### src/rtl/fd_fetch_buffer_pkg.sv
// rtl/fd_fetch_buffer_pkg.sv - shared fetch-window constants, entry layout and AdEL check
package fd_fetch_buffer_pkg;

  // Instruction-memory window defaults, shared with the instruction memory.
  localparam logic [31:0] IM_BASE_DEFAULT = 32'h0000_3000;
  localparam logic [31:0] IM_SIZE_DEFAULT = 32'h0000_4000;

  // ExcCode for an address error on load/fetch, reserved for CP0.
  localparam logic [4:0]  EXC_CODE_ADEL   = 5'd4;

  typedef struct packed {
    logic [31:0] pc;
    logic [31:0] instr;
    logic        exc;
  } fb_entry_t;

  // The window limit is formed in 33 bits so base+size can never wrap.
  function automatic logic fetch_addr_err(input logic [31:0] pc,
                                          input logic [31:0] base,
                                          input logic [31:0] size);
    logic [32:0] limit;
    limit = {1'b0, base} + {1'b0, size};
    return (pc[1:0] != 2'b00) || (pc < base) || ({1'b0, pc} >= limit);
  endfunction

endpackage

### src/rtl/fd_fetch_buffer.sv
// rtl/fd_fetch_buffer.sv - fetch-to-decode FIFO with per-entry AdEL flag and redirect flush
module fd_fetch_buffer
  import fd_fetch_buffer_pkg::*;
#(
  parameter int          DEPTH   = 2,
  parameter logic [31:0] IM_BASE = IM_BASE_DEFAULT,
  parameter logic [31:0] IM_SIZE = IM_SIZE_DEFAULT
) (
  input  logic                       clk,
  input  logic                       reset,
  input  logic [31:0]                pc_F,
  input  logic [31:0]                instr_F,
  input  logic                       valid_F,
  output logic                       ready_F,
  input  logic                       flush,
  input  logic                       stall_D,
  output logic [31:0]                pc_D,
  output logic [31:0]                instr_D,
  output logic                       exc_D,
  output logic                       valid_D,
  output logic [$clog2(DEPTH+1)-1:0] count
);

  localparam int ENTRY_W = 65;
  localparam int PTR_W   = $clog2(DEPTH);
  localparam int CNT_W   = $clog2(DEPTH + 1);
  localparam logic [CNT_W-1:0] FULL_CNT = CNT_W'(DEPTH);

  logic [ENTRY_W-1:0] mem_q [DEPTH];
  logic [PTR_W-1:0]   wr_ptr_q, wr_ptr_d;
  logic [PTR_W-1:0]   rd_ptr_q, rd_ptr_d;
  logic [CNT_W-1:0]   count_q, count_d;

  fb_entry_t new_entry;
  fb_entry_t head;
  logic      push;
  logic      pop;

  assign ready_F = (count_q != FULL_CNT);
  assign valid_D = (count_q != '0);
  assign count   = count_q;

  assign push = valid_F && ready_F && !flush;
  assign pop  = valid_D && !stall_D && !flush;

  // A faulting fetch keeps its PC for the EPC but carries a nop instruction.
  always_comb begin
    new_entry     = '0;
    new_entry.pc  = pc_F;
    new_entry.exc = fetch_addr_err(pc_F, IM_BASE, IM_SIZE);
    new_entry.instr = new_entry.exc ? 32'h0 : instr_F;
  end

  always_comb begin
    wr_ptr_d = wr_ptr_q;
    rd_ptr_d = rd_ptr_q;
    count_d  = count_q;
    if (flush) begin
      wr_ptr_d = '0;
      rd_ptr_d = '0;
      count_d  = '0;
    end else begin
      if (push) wr_ptr_d = wr_ptr_q + PTR_W'(1);
      if (pop)  rd_ptr_d = rd_ptr_q + PTR_W'(1);
      if (push && !pop)      count_d = count_q + CNT_W'(1);
      else if (pop && !push) count_d = count_q - CNT_W'(1);
    end
  end

  always_ff @(posedge clk) begin
    if (!reset) begin
      wr_ptr_q <= '0;
      rd_ptr_q <= '0;
      count_q  <= '0;
    end else begin
      wr_ptr_q <= wr_ptr_d;
      rd_ptr_q <= rd_ptr_d;
      count_q  <= count_d;
      if (push) mem_q[wr_ptr_q] <= new_entry;
    end
  end

  // Empty buffer presents a zeroed bubble rather than stale storage.
  assign head    = mem_q[rd_ptr_q];
  assign pc_D    = valid_D ? head.pc    : 32'h0;
  assign instr_D = valid_D ? head.instr : 32'h0;
  assign exc_D   = valid_D ? head.exc   : 1'b0;

endmodule

### config.mk
export PLATFORM = sky130hd
export DESIGN_NAME = fd_fetch_buffer
export DESIGN_NICKNAME = d
export VERILOG_FILES = /design/src/rtl/fd_fetch_buffer_pkg.sv /design/src/rtl/fd_fetch_buffer.sv
export SDC_FILE = /design/constraint.sdc
export NUM_CORES = 1
export LEC_CHECK = 0
export ABC_AREA = 1
export CAP_MARGIN = 10
export CORE_AREA = 4 4 113 115
export CTS_CLUSTER_DIAMETER = 120
export DETAILED_ROUTE_END_ITERATION = 16
export DIE_AREA = 0 0 117 119
export PLACE_DENSITY_LB_ADDON = 0.08
export SKIP_LAST_GASP = 1
export SLEW_MARGIN = 20
export SYNTH_ARGS = -nofsm -noshare
export SYNTH_HDL_FRONTEND = slang
export SYNTH_SLANG_ARGS = --single-unit
export TNS_END_PERCENT = 1
### constraint.sdc
create_clock -name clk -period 8.35 [get_ports clk]
set_clock_uncertainty 0.05 [all_clocks]
set_input_delay 2.505 -clock clk [delete_from_list [all_inputs] [get_ports clk]]
set_output_delay 2.505 -clock clk [all_outputs]
set_load 0.005 [all_outputs]
==> metrics.log, run 1 <==
[metrics] outcome: complete, no violations
[metrics] flip-flop and latch count after synthesis: 135
[metrics] Logic pwr share: 0.062
[metrics] number of nets in the finished design: 685
[metrics] area fraction of the dominant cell type after synthesis: 0.677
[metrics] YS warnings: 0
[metrics] worst reg2reg setup slack: 6.58 ns
[metrics] clock root buffer master: sky130_fd_sc_hd__clkbuf_16
[metrics] Cells on Worst Hold Path: 2
[metrics] Final Setup Violations: 0
[metrics] CP required: 5.80 ns
[metrics] Total Routing Usage GR: 0.186
[metrics] internal power: 1.33 mW
[metrics] overall overflow remaining after global route: 0
[metrics] mean routed wirelength per cell: 16.3 µm
[metrics] Sw Ratio: 0.194
[metrics] total negative slack for setup checks: 0 ns
[metrics] fraction of layout cells with a size suffix above 1: 0.148
[metrics] htree depth: 4
[metrics] total leakage power: 2.77 nW
[metrics] TritonCTS clock tree: done
[metrics] Reg-to-Reg End: mem_q[1][20]$_DFFE_PP_
[metrics] clock power share: 0.483
[metrics] share of the cycle needed by the critical path after routing: 0.600
[metrics] Crit. End Element: output pin
[metrics] final hold vios: 0
[metrics] io pins: 138
[metrics] worst hold-check path type: flip-flop to flip-flop
[metrics] Sw Pwr: 319 µW
[metrics] Worst Reg2Reg Path Length in Cells: 5
[metrics] total die area: 13900 µm²
[metrics] total power divided by cell area: 211 nW/µm²
[metrics] insertion delay of the later-clocked pin in the worst-skew pair: 0.40 ns
[metrics] floorplan die width: 117 µm
[metrics] number of antenna violations at the first check in global routing: 0
[metrics] startpoint of the most critical hold path: rd_ptr_q$_SDFFE_PP0P_
[metrics] Setup Fix Bufs, Post-CTS: 0
[metrics] Initial DRC Count: 255
[metrics] Seq pwr share: 0.455
[metrics] post-synthesis instance area: 5760 µm²
[metrics] setup repair after global routing missed its margin: no
[metrics] number of placement rows: 40
[metrics] placer's final routability congestion estimate: 0.747
[metrics] Highest Clock Rate: 200 MHz
[metrics] minimum period implied by the final worst setup slack: 5.01 ns
[metrics] top cell type by total area after synthesis: sky130_fd_sc_hd__edfxtp_1
[metrics] count of mapped cells out of synthesis: 478
[metrics] Non-Filler Instances: 775
[metrics] total number of vias: 3924
[metrics] hold bufs inserted after CTS: 0
[metrics] leading cell types in the layout, fill and taps excluded: 143 x sky130_fd_sc_hd__nand2_1, 137 x sky130_fd_sc_hd__clkdlybuf4s50_1, 130 x sky130_fd_sc_hd__edfxtp_1
[metrics] startpoint of the lowest-slack register-to-register path: count[0]$_SDFFE_PP0P_
[metrics] category of the most critical setup path: flip-flop to output pin
[metrics] Clock Pin Slew Worst Setup and Hold Paths: 0.05 ns
[metrics] arrival time at the worst endpoint: 2.45 ns
[metrics] HPWL after DPL: 7760 µm
[metrics] mean number of vias per cell: 5.06
[metrics] critical path launch point type: flip-flop
[metrics] Worst VDD drop: 0.135 mV
[metrics] main area contributors after synthesis: sky130_fd_sc_hd__edfxtp_1 68%, sky130_fd_sc_hd__nand2_1 9.3%, sky130_fd_sc_hd__a21oi_1 5.2%, sky130_fd_sc_hd__nor3_2 5.2%, sky130_fd_sc_hd__inv_1 2.5%
[metrics] filler cell count in the final layout: 933
[metrics] leading cell type in the layout, fill and taps excluded: sky130_fd_sc_hd__nand2_1
[metrics] deepest clock path buffer count: 2
[metrics] Port-buffer cells: 137
[metrics] number of gates given a new drive strength after cts: 0
[metrics] worst-path fanout max: 36
[metrics] remaining routing DRC violations: 0
[metrics] Detail Route Antenna Nets: 0
[metrics] Syn-to-layout area delta: 35.5%
[metrics] actual transition at the worst max-transition pin: 1.04 ns
[metrics] MaxCap Viol Count: 0
[metrics] total clock sinks: 135
[metrics] Vert. Die Dim: 119 µm
[metrics] total wire length: 12600 µm
[metrics] asr flop ratio synth: 0
[metrics] antenna diode instance count: 0
[metrics] synthesized net count: 548
[metrics] effective utilization at floorplan: 0.488
[metrics] first-pass GRT wire length: 19700 µm
[metrics] count of distinct cell types in the synthesized netlist: 22
[metrics] pin count of the biggest net entering global routing: 66
[metrics] placed cells: 743
[metrics] Final Max Tran Viols: 0
[metrics] Most used DFF post-synth: sky130_fd_sc_hd__edfxtp_1
[metrics] vias in the first global route: 3957
[metrics] synthesized area divided by synthesized cell count: 12.1 µm²
[metrics] Slew HR: 0.305
[metrics] sequential element share of the synthesized area: 0.695
[metrics] number of buffers inserted during clock tree synthesis: 17
[metrics] area of the core: 11800 µm²
[metrics] 1st-pass router iterations: 4
[metrics] number of flops mapped to enable cells by yosys: 130
-- worst max-delay path, stage by stage (launching register included) --
cell,delay (ns)
sky130_fd_sc_hd__dfxtp_2,0.32
sky130_fd_sc_hd__inv_2,0.41
sky130_fd_sc_hd__buf_4,0.48
sky130_fd_sc_hd__nand2_1,0.10
sky130_fd_sc_hd__a21oi_1,0.16
sky130_fd_sc_hd__clkdlybuf4s50_1,0.56
-- per-stage QoR --
stage | cell area (µm²) | total power, mW | hold slack, ns | util | worst slack [ns]
6_report | 7810 | 1.65 | 0.437 | 0.661 | 3.34
5_1_grt | 7810 | 1.70 | 0.474 | 0.661 | 3.16
4_1_cts | 7810 | 1.66 | 0.436 | 0.661 | 3.29
3_5_place_dp | 7180 | 0.866 | 0.429 | 0.608 | 3.64
3_3_place_gp | 7180 | 0.864 | 0.414 | 0.608 | 3.65
2_1_floorplan | 5760 | 0.806 | 0.410 | - | 0.489
-- cell usage after synthesis (2+ instances only) --
cell type                  instances
sky130_fd_sc_hd__a21oi_1          60
sky130_fd_sc_hd__a21oi_2          10
sky130_fd_sc_hd__buf_2            12
sky130_fd_sc_hd__buf_4             2
sky130_fd_sc_hd__buf_6            12
sky130_fd_sc_hd__dfxtp_1           5
sky130_fd_sc_hd__edfxtp_1        130
sky130_fd_sc_hd__inv_1            39
sky130_fd_sc_hd__inv_2             3
sky130_fd_sc_hd__nand2_1         143
sky130_fd_sc_hd__nand2_2           3
sky130_fd_sc_hd__nor2_1           13
sky130_fd_sc_hd__nor2_2            3
sky130_fd_sc_hd__nor3_1            4
sky130_fd_sc_hd__nor3_2           30
sky130_fd_sc_hd__o21ai_0           2
sky130_fd_sc_hd__or2_1             2
-- registers in the layout (all words and copies together) (netlist names), named ones only --
signal and flops:
mem_q 130, count 2, rd_ptr_q 1, wr_ptr_q 1
-- layout make-up --
type	count	area (µm²)	area share
Inverter	42	158	0.0202
Clock inverter	14	206	0.0264
Timing Repair Buffer	145	1430	0.183
Sequential cell	135	4010	0.513
Multi-Input combinational cell	274	1400	0.179
Tap cell	147	184	0.0235
Clock buffer	18	429	0.0549
-- power by group through the flow --
stage               registers (mW)  clock network [mW]  logic, mW
floorplan                    0.765                   0     0.0404
global placement             0.763                   0      0.101
detailed placement           0.764                   0      0.102
CTS                          0.750               0.807      0.103
global route                 0.750               0.838      0.110
finish                       0.750               0.795      0.101
-- cell families after synthesis --
logic type,after synthesis,synth area share
compound gates,72,0.0690
buf+inv,69,0.0645
fa+ha+maj,1,0.00217
flops,135,0.695
simple gates,201,0.170
-- per-layer routing --
metal | part of all wire | vias to the layer above | global-route usage | routed length [µm]
met2 | 0.51 | 115 | 0.321 | 6490
li1 | - | 1903 | - | -
met4 | 0.013 | 0 | 0.0559 | 161
met3 | 0.047 | 16 | 0.0412 | 589
met5 | 0 | - | 0 | 0
met1 | 0.43 | 1890 | 0.231 | 5380
-- worst max-delay path by stage --
stage	startpoint	to	slack [ns]	depth (start not counted)
2_1_floorplan	reset	mem_q[0][0]$_DFFE_PP_	0.49	4
5_1_grt	flip-flop	instr_D[19]	3.16	5
4_1_cts	flip-flop	instr_D[19]	3.29	5
3_3_place_gp	pc_F[18]	mem_q[0][0]$_DFFE_PP_	3.65	6
6_report	flip-flop	pc_D[0]	3.34	5
3_5_place_dp	pc_F[18]	mem_q[1][0]$_DFFE_PP_	3.64	6
No activity file was read; power rests on OpenSTA's default activity.
==> inputs of run 2 (changes only) <==
--- a/config.mk
+++ b/config.mk
@@ -7,10 +7,10 @@
 export LEC_CHECK = 0
 export ABC_AREA = 1
 export CAP_MARGIN = 10
-export CORE_AREA = 4 4 113 115
+export CORE_AREA = 4 4 119 121
 export CTS_CLUSTER_DIAMETER = 120
 export DETAILED_ROUTE_END_ITERATION = 16
-export DIE_AREA = 0 0 117 119
+export DIE_AREA = 0 0 123 125
 export PLACE_DENSITY_LB_ADDON = 0.08
 export SKIP_LAST_GASP = 1
 export SLEW_MARGIN = 20
==> constraint.sdc (replaced) <==
create_clock -name clk -period 4.4 [get_ports clk]
set_clock_uncertainty 0.05 [all_clocks]
set_input_delay 1.32 -clock clk [delete_from_list [all_inputs] [get_ports clk]]
set_output_delay 1.32 -clock clk [all_outputs]
set_load 0.005 [all_outputs]
==> metrics.log, run 2 (same netlist as run 1, synthesis figures left out) <==
[metrics] Final Setup Violations: 0 (unchanged)
[metrics] wire length on met3: 784 µm (+33%)
[metrics] total power divided by cell area: 394 nW/µm² (+87%)
[metrics] Detail Route Antenna Nets: 0 (unchanged)
[metrics] Cells on Worst Hold Path: 2 (unchanged)
[metrics] internal power: 2.51 mW (+89%)
[metrics] total clock sinks: 135 (unchanged)
[metrics] number of antenna violations at the first check in global routing: 1 (+1)
[metrics] Port-buffer cells: 137 (unchanged)
[metrics] MaxCap Viol Count: 0 (unchanged)
[metrics] number of nets in the finished design: 688 (+0.44%)
[metrics] top layer reached by signal wires: met4
[metrics] vias in the first global route: 3950 (-0.18%)
[metrics] filler cell count in the final layout: 1079 (+16%)
[metrics] share of the cycle needed by the critical path after routing: 0.848
[metrics] hold bufs inserted after CTS: 0 (unchanged)
[metrics] effective utilization at floorplan: 0.440 (-0.0475)
[metrics] startpoint of the most critical hold path: rd_ptr_q$_SDFFE_PP0P_
[metrics] Non-Filler Instances: 808 (+4.3%)
[metrics] htree depth: 4 (unchanged)
[metrics] Initial DRC Count: 227 (-11%)
[metrics] met2 WL post-DR: 6430 µm (-0.99%)
[metrics] clock power share: 0.478 (-0.005)
[metrics] mean number of vias per cell: 4.81 (-5.0%)
[metrics] Post-Layout Inst Area: 7880 µm² (+0.88%)
[metrics] Crit. End Element: output pin
[metrics] number of gates given a new drive strength after cts: 0 (unchanged)
[metrics] Final Max Tran Viols: 0 (unchanged)
[metrics] 1st-pass router iterations: 4 (unchanged)
[metrics] CP required: 3.03 ns (-2.77 ns)
[metrics] total wire length: 12900 µm (+2.1%)
[metrics] worst reg2reg setup slack: 2.67 ns (-3.91 ns)
[metrics] total leakage power: 2.79 nW (+0.55%)
[metrics] outcome: complete, no violations
[metrics] combined flip-flop and latch cell area: 4010 µm² (unchanged)
[metrics] total number of vias: 3886 (-0.97%)
[metrics] TritonCTS clock tree: done
[metrics] Setup Fix Bufs, Post-CTS: 0 (unchanged)
[metrics] arrival time at the worst endpoint: 2.36 ns (-0.09 ns)
[metrics] category of the most critical setup path: flip-flop to output pin
[metrics] Worst Reg2Reg Path Length in Cells: 10 (+5)
[metrics] area of the core: 13100 µm² (+11%)
[metrics] Sw Pwr: 589 µW (+85%)
[metrics] final hold vios: 0 (unchanged)
[metrics] Clock Pin Slew Worst Setup and Hold Paths: 0.06 ns (about the same)
[metrics] overall overflow remaining after global route: 0 (unchanged)
[metrics] pin count of the biggest net entering global routing: 66 (unchanged)
[metrics] placed cells: 775 (+4.3%)
[metrics] Seq pwr share: 0.459 (+0.004)
[metrics] io pins: 138 (unchanged)
[metrics] critical path launch point type: flip-flop
[metrics] deepest clock path buffer count: 2 (unchanged)
[metrics] minimum period implied by the final worst setup slack: 3.73 ns
[metrics] number of buffers inserted during clock tree synthesis: 17 (unchanged)
[metrics] mean routed wirelength per cell: 15.9 µm (-2.1%)
[metrics] startpoint of the lowest-slack register-to-register path: count[0]$_SDFFE_PP0P_
[metrics] placed cell area: 7260 µm² (+1.2%)
[metrics] register with the most flip-flops: mem_q
[metrics] Total Routing Usage GR: 0.174 (-0.0120)
[metrics] Vert. Die Dim: 125 µm (+5.0%)
[metrics] Slew HR: 0.520 (+0.215)
[metrics] leading cell type in the layout, fill and taps excluded: sky130_fd_sc_hd__nand2_1
[metrics] Logic pwr share: 0.063 (about the same)
[metrics] footprint of the multi-input gates: 1410 µm² (+0.90%)
[metrics] first-pass GRT wire length: 20300 µm (+3.1%)
[metrics] placer's final routability congestion estimate: 0.714 (-4.3%)
[metrics] leading cell types in the layout, fill and taps excluded: 143 x sky130_fd_sc_hd__nand2_1, 137 x sky130_fd_sc_hd__clkdlybuf4s50_1, 130 x sky130_fd_sc_hd__edfxtp_1
[metrics] Sw Ratio: 0.190 (-0.00399)
[metrics] remaining routing DRC violations: 0 (unchanged)
[metrics] Worst VDD drop: 0.228 mV (+69%)
[metrics] Syn-to-layout area delta: 36.7%
[metrics] fraction of layout cells with a size suffix above 1: 0.143 (-0.00546)
[metrics] flip-flop count of the largest register after layout: 130 (unchanged)
[metrics] actual transition at the worst max-transition pin: 0.720 ns (-0.319 ns)
[metrics] clock root buffer master: sky130_fd_sc_hd__clkbuf_16
[metrics] setup repair after global routing missed its margin: no
[metrics] floorplan die width: 123 µm (+5.1%)
[metrics] Reg-to-Reg End: count[1]$_SDFFE_PP0P_
[metrics] worst-path fanout max: 36 (unchanged)
[metrics] insertion delay of the later-clocked pin in the worst-skew pair: 0.41 ns (about the same)
[metrics] Highest Clock Rate: 268 MHz
[metrics] M1 WL: 5370 µm (-0.13%)
[metrics] worst hold-check path type: flip-flop to flip-flop
[metrics] number of placement rows: 42 (+5.0%)
[metrics] total die area: 15400 µm² (+10%)
[metrics] Hold Crit Endpoint: rd_ptr_q$_SDFFE_PP0P_
[metrics] HPWL after DPL: 8050 µm (+3.6%)
[run 2: how the worst max path moves through the flow]
stage	from	endpoint	slack, ns	depth (start not counted)
final	count[0]$_SDFFE_PP0P_	pc_D[0]	0.67	6
after global routing	count[0]$_SDFFE_PP0P_	pc_D[5]	0.48	6
after CTS	count[0]$_SDFFE_PP0P_	pc_D[5]	0.60	6
after detailed placement	count[0]$_SDFFE_PP0P_	pc_D[5]	1.03	6
after global placement	count[0]$_SDFFE_PP0P_	pc_D[1]	1.09	6
after floorplan	reset	mem_q[0][0]$_DFFE_PP_	-0.27	4
[run 2: area by class of cell]
type / count / share of cell area
Inverter: 42 / 0.0200
Multi-Input combinational cell: 274 / 0.179
Sequential cell: 135 / 0.508
Timing Repair Buffer: 148 / 0.186
Clock buffer: 20 / 0.0554
Tap cell: 176 / 0.0279
Clock inverter: 12 / 0.0230
Antenna cell: 1 / 0.000318
[run 2: layer usage]
layer | global-route usage | vias to the layer above
met5 | 0 | -
met4 | 0.0710 | 0
met3 | 0.0528 | 22
met2 | 0.287 | 114
met1 | 0.212 | 1843
li1 | - | 1907
[run 2: worst max-delay path, stage by stage, from the launching register on]
cell and delay, ns:
sky130_fd_sc_hd__dfxtp_1 0.31, sky130_fd_sc_hd__inv_2 0.09, sky130_fd_sc_hd__nand2_2 0.08, sky130_fd_sc_hd__inv_2 0.52, sky130_fd_sc_hd__buf_4 0.37, sky130_fd_sc_hd__a21oi_1 0.09, sky130_fd_sc_hd__clkdlybuf4s50_1 0.46
[run 2: metrics by stage]
| step | TNS [ns] | setup WS [ns] | util | hold slack (ns) | power (mW) |
|---|---|---|---|---|---|
| floorplan | -35.49 | -0.273 | - | 0.411 | 1.53 |
| CTS | 0 | 0.595 | 0.602 | 0.455 | 3.13 |
| global placement | 0 | 1.09 | 0.555 | 0.421 | 1.65 |
| finish | 0 | 0.669 | 0.602 | 0.450 | 3.10 |
| detailed placement | 0 | 1.03 | 0.555 | 0.447 | 1.65 |
| global route | 0 | 0.485 | 0.602 | 0.476 | 3.21 |
[run 2: power groups by stage]
stage	clock network, mW	logic (mW)	registers (mW)
after CTS	1.51	0.200	1.42
final	1.48	0.196	1.42
after floorplan	0	0.0773	1.45
after global routing	1.57	0.214	1.42
after global placement	0	0.197	1.45
after detailed placement	0	0.199	1.45
